--- config.mk ---
export PLATFORM = sky130hd
export DESIGN_NAME = fifo_burst_writer
export DESIGN_NICKNAME = d
export VERILOG_FILES = /design/src/rtl/fifo_burst_writer.sv
export SDC_FILE = /design/constraint.sdc
export NUM_CORES = 1
export LEC_CHECK = 0
export BUFFER_PORTS_ARGS = -buffer_cell sky130_fd_sc_hd__clkbuf_2
export CAP_MARGIN = 20
export CORE_AREA = 2 2 94 96
export CTS_BUF_LIST = sky130_fd_sc_hd__clkbuf_16
export CTS_CLUSTER_DIAMETER = 100
export DETAILED_ROUTE_END_ITERATION = 10
export DIE_AREA = 0 0 96 98
export PLACE_DENSITY = 0.52
export SYNTH_ARGS = -nofsm -noshare
export SYNTH_HDL_FRONTEND = slang
export SYNTH_SLANG_ARGS = --single-unit
--- constraint.sdc ---
create_clock -name wclk -period 1.9 [get_ports wclk]
set_clock_uncertainty 0.1 [all_clocks]
set_input_delay 0.285 -clock wclk [delete_from_list [all_inputs] [get_ports wclk]]
set_output_delay 0.285 -clock wclk [all_outputs]
set_load 0.03 [all_outputs]
--- src/rtl/fifo_burst_writer.sv ---
// Purpose : turns one accepted burst request into a run of incrementing FIFO writes.
// Latency : first write strobe in the cycle after acceptance; one DONE cycle between bursts.
// Backpressure: wfull stalls the write strobe combinationally and freezes all burst state.
//
// Optional feature macro: BURST_CHECKSUM_EN
//   defined   -> one XOR checksum byte is appended after the payload (req_len+1 writes)
//   undefined -> the checksum state and register are absent (exactly req_len writes)
//
// Ports:
//   wclk, wrst_n          write-domain clock, synchronous active-low reset
//   req_valid/req_ready   burst request handshake (ready only while idle)
//   req_len, req_start    payload byte count and first payload value, sampled at acceptance
//   wdata, winc, wfull    FIFO write port; wfull is already synchronised to wclk
//   w_burst_id            count of accepted bursts (current or most recent)
//   busy                  high whenever the block is not idle
//   burst_done            one-cycle pulse when a burst completes
module fifo_burst_writer #(
    parameter int DATA_W = 8,
    parameter int LEN_W  = 8
) (
    input  logic              wclk,
    input  logic              wrst_n,
    input  logic              req_valid,
    output logic              req_ready,
    input  logic [LEN_W-1:0]  req_len,
    input  logic [DATA_W-1:0] req_start,
    output logic [DATA_W-1:0] wdata,
    output logic              winc,
    input  logic              wfull,
    output logic [31:0]       w_burst_id,
    output logic              busy,
    output logic              burst_done
);

`ifdef BURST_CHECKSUM_EN
    typedef enum logic [1:0] {
        IDLE  = 2'd0,
        WRITE = 2'd1,
        CSUM  = 2'd2,
        DONE  = 2'd3
    } state_t;
`else
    typedef enum logic [1:0] {
        IDLE  = 2'd0,
        WRITE = 2'd1,
        DONE  = 2'd2
    } state_t;
`endif

    state_t            state;
    state_t            state_nxt;
    logic [LEN_W-1:0]  remaining;
    logic [DATA_W-1:0] wdata_q;
    logic              accept;
    logic              last_beat;
`ifdef BURST_CHECKSUM_EN
    logic [DATA_W-1:0] csum;
`endif

    // Handshake and strobe outputs are gated by reset so nothing leaks out while
    // wrst_n is low, even before the state register has been cleared.
    assign req_ready = wrst_n && (state == IDLE);
    assign busy      = wrst_n && (state != IDLE);
    assign accept    = req_valid && req_ready;
`ifdef BURST_CHECKSUM_EN
    assign winc      = wrst_n && !wfull && ((state == WRITE) || (state == CSUM));
`else
    assign winc      = wrst_n && !wfull && (state == WRITE);
`endif
    assign last_beat = (remaining == LEN_W'(1));
    assign wdata     = wdata_q;

    // Next-state logic.
    always_comb begin
        state_nxt = state;
        case (state)
            IDLE: begin
                if (accept) begin
                    if (req_len != '0) begin
                        state_nxt = WRITE;
                    end else begin
`ifdef BURST_CHECKSUM_EN
                        state_nxt = CSUM;
`else
                        state_nxt = DONE;
`endif
                    end
                end
            end
            WRITE: begin
                if (winc && last_beat) begin
`ifdef BURST_CHECKSUM_EN
                    state_nxt = CSUM;
`else
                    state_nxt = DONE;
`endif
                end
            end
`ifdef BURST_CHECKSUM_EN
            CSUM: begin
                if (winc) begin
                    state_nxt = DONE;
                end
            end
`endif
            DONE: begin
                state_nxt = IDLE;
            end
            default: begin
                state_nxt = IDLE;
            end
        endcase
    end

    always_ff @(posedge wclk) begin
        if (!wrst_n) begin
            state <= IDLE;
        end else begin
            state <= state_nxt;
        end
    end

    // burst_done is registered from the next state so it is high exactly for the DONE cycle.
    always_ff @(posedge wclk) begin
        if (!wrst_n) begin
            burst_done <= 1'b0;
        end else begin
            burst_done <= (state_nxt == DONE);
        end
    end

    always_ff @(posedge wclk) begin
        if (!wrst_n) begin
            w_burst_id <= '0;
        end else if (accept) begin
            w_burst_id <= w_burst_id + 32'd1;
        end
    end

    // Datapath. Nothing moves unless a request is accepted or a WRITE beat is
    // actually strobed, so a wfull stall holds wdata/remaining/csum for free.
    always_ff @(posedge wclk) begin
        if (!wrst_n) begin
            remaining <= '0;
            wdata_q   <= '0;
`ifdef BURST_CHECKSUM_EN
            csum      <= '0;
`endif
        end else if (accept) begin
            remaining <= req_len;
`ifdef BURST_CHECKSUM_EN
            csum      <= '0;
            // An empty burst goes straight to CSUM, whose data is the (zero) checksum.
            wdata_q   <= (req_len == '0) ? '0 : req_start;
`else
            wdata_q   <= req_start;
`endif
        end else if ((state == WRITE) && winc) begin
            remaining <= remaining - LEN_W'(1);
`ifdef BURST_CHECKSUM_EN
            csum      <= csum ^ wdata_q;
            // On the final payload beat present the completed checksum for CSUM.
            wdata_q   <= last_beat ? (csum ^ wdata_q) : (wdata_q + DATA_W'(1));
`else
            wdata_q   <= wdata_q + DATA_W'(1);
`endif
        end
    end

endmodule

==> results.md <==
* Relative slew slack at 68.8%
* Netlist Area Pre-Place at 2520 um^2
* WHS Endpoint: wdata[5]
* Number of cells on the worst reg-to-reg path at 4
* Maximum fanout along the worst path at 5
* Switching part of the total at 24.4%
* Hold Vio Cnt, Final at 0
* Critical R2R Capture: w_burst_id[27]
* CP Cell Sequence: nand4_1, or4_4, or4_4, a21oi_2
* Fin util at 39.9%
* Vias at 2,509
* Area growth, synth to finish at 34.2%
* Top post-synthesis cells by area: dfxtp_1, nand2_1, a21oi_1
* Internal power at 1.79 mW
* Nets at 411
* Ys flop type: dfxtp_1
* Post-synth EDFFs at 0
* Largest net degree at the start of global routing at 30
* Setup crit end kind: flip-flop
* Slew Viols, Final at 0
* Most frequent cells in the layout: clkbuf_2, dfxtp_1, nand2_1, buf_4, nor2_1
* Fin crit share at 98.9%
* Mapped Nets at 328
* Beginning of the worst hold path: req_start[5]
* # clock sinks at 51
* Ys Warns at 0
* Fraction of registers with async set/reset at 0%
* Drt first pass iters at 4
* Least-Margin Pin Slew at 463 ps
* HPWL after DPL at 4.92 mm
* CP delay by family, top: simple AND/OR/NAND/NOR gates
* Synth area leader: dfxtp_1
* Layout cells sized above 1 at 34.3%
* Setup CP Type: reg2reg
* Setup WS pre-CTS at 38.7 ps
* FF+latch count, synth at 51
* Hold crit path type: in2reg
* Top Ports at 64
* Core footprint at 8470 um^2
* Pwr dens at 702 nW/um^2
* First-pass GRT wire length at 11.4 mm
* H-tree levels at 2
* Vias in the first global route at 2,312
* Fmax at 532 MHz
* NetSw at 579 uW
* Setup Buffers After CTS at 0
* Vias per Instance at 5.06
* Fill cells at 877
* Post-synthesis average cell area at 8.28 um^2
* Gpl congestion at 0.819
* Status: completed
* Max-cap violations at 0
* Post-route minimum period at 1880 ps
* Max stage delay on crit path at 610 ps
* Yosys top cell area share at 40.6%
* Worst Path Arrival at 2010 ps
* Die height at 98 um
* Gate power share at 9.7%
* Post-synthesis instance total at 304
* RR Startpoint: w_burst_id[10]
* Clk_lat worst skew at 290 ps
* Crit path buf inv count at 0
* Sequential Power Share at 46.5%
* Clock Power Share at 43.7%
* Die ar. at 9410 um^2
* Cell Rows at 34
* Clock root cell: clkbuf_16
* RSZ-0062 raised after global routing: true
* Hold Crit Depth at 3
* Port buffer count at 63
* Setup crit start kind: flip-flop
* Most Frequent Cell on Critical Path: or4_4
* CTS tree: built
* Highest-delay cell along the critical path: or4_4
* DRT iter0 DRCs at 53
* Initial Util at 29.7%
* Register area at 1080 um^2
* Max Root-Sink Buffers at 2
* Global Route Usage Sum at 14.8%
* CTS buffer count at 5
* Worst vdd ir at 0.322 mV
* Worst reg-to-reg setup slack at 20 ps
* DRC Markers at 0
* Worst endpoint required time at 2030 ps
* Most common cell after layout, fill and taps aside: clkbuf_2
* Finish-stage setup viols at 0
* Leakage power total at 1.40 nW
* Netlist cell types at 45
* Final hold slack at 130 ps
* Area of the multi-input gates at 1400 um^2
* Reg clk slew, reported paths at 70 ps
* Antenna diodes at 0
* Seq/Total Area, Yosys at 40.6%
* Slack of the critical path at 20.1 ps
* Die width at 96 um
* Drt wl/cell at 13.5 um
* Post-route ant nets at 0
* Final wirelength at 6.70 mm
* GRT Residual Overflow at 0
* Antenna violations before repair at 0
==> worst max path at each step <==
stage | slack [ps] | start | cells after the start | to
floorplan | 20 | w_burst_id[9] | 4 | w_burst_id[24]
global placement | 40 | w_burst_id[13] | 4 | w_burst_id[24]
detailed placement | 40 | w_burst_id[13] | 4 | w_burst_id[24]
CTS | 20 | w_burst_id[13] | 4 | w_burst_id[24]
global route | -20 | w_burst_id[10] | 4 | w_burst_id[27]
finish | 20 | w_burst_id[10] | 4 | w_burst_id[27]
==> routing by layer <==
| metal | GRT usage (%) | vias up | part of all wire [%] |
|---|---|---|---|
| li1 | - | 1305 | - |
| met3 | 2.85 | 4 | 4.0 |
| met4 | 3.30 | 0 | 0.78 |
| met2 | 23.0 | 54 | 45 |
| met5 | 0 | - | 0 |
| met1 | 21.2 | 1146 | 50 |
==> sequential cells by signal, indices dropped and copies added (netlist names) <==
name,flops
w_burst_id,32
remaining,8
wdata,8
state,2
burst_done,1
==> area by class of cell <==
| class | instances | area share (%) |
|---|---|---|
| clock buffer | 5 | 3.70 |
| inverter | 12 | 1.33 |
| tap | 108 | 4.00 |
| sequential | 51 | 31.8 |
| timing repair buffer | 93 | 16.4 |
| clock inverter | 3 | 1.26 |
| multi-input combinational | 224 | 41.5 |
==> synthesized netlist by cell type (2+ instances only) <==
cell type and n:
nand2_1 30, o21a_1 2, nand3_1 19, mux2i_1 7
or4_1 7, o21ai_0 11, or3_1 5, nor2_1 28
o31ai_1 5, and3_1 6, a311oi_1 2, xnor2_1 2
a31oi_1 6, dfxtp_1 51, nor3_1 3, clkbuf_1 16
ha_1 4, nand4bb_1 2, nor4_1 6, a21oi_1 21
inv_1 10, and4_2 2, a221oi_1 3, nand2b_1 2
o41ai_1 5, xor2_1 8, nand4_1 14, a2bb2oi_1 2
and4_1 3, o311ai_0 5, o211ai_1 3
==> worst reg2reg max path, stage by stage, from the launching register on <==
cell     delay, ps
dfxtp_4        340
nand4_1        160
or4_4          610
or4_4          490
a21oi_2        120
==> power by group through the flow <==
stage / Sequential (mW) / Clock (mW) / Combinational [mW]
detailed placement: 1.13 / 0 / 0.233
global placement: 1.13 / 0 / 0.231
global route: 1.11 / 1.10 / 0.257
CTS: 1.10 / 1.06 / 0.234
floorplan: 1.15 / 0 / 0.116
finish: 1.10 / 1.04 / 0.231
==> kinds of logic (layout without fill, tap and decap cells) <==
family,after synthesis,after routing,synth area share [%]
compound gates,69,69,18.1
xor+xnor,10,10,3.48
fa+ha+maj,4,4,1.99
buf+inv,29,113,4.32
flops,51,51,40.6
mux,7,7,2.78
simple gates,134,134,28.7
==> through the flow <==
step / TNS (ps) / total power, mW / area (um^2) / std cells
2_1_floorplan: 0 / 1.27 / 2570 / 304
3_3_place_gp: 0 / 1.36 / 3200 / 488
3_5_place_dp: 0 / 1.36 / 3200 / 488
4_1_cts: 0 / 2.40 / 3360 / 496
5_1_grt: -35.1 / 2.47 / 3380 / 496
6_report: 0 / 2.37 / 3380 / 496
==> repair_timing <==
action | in CTS | in global routing
resized for setup | 0 | 5
hold buffers | 0 | 0
endpoints found under the setup margin | 0 | 5
Power figures use the tool's default switching activity.
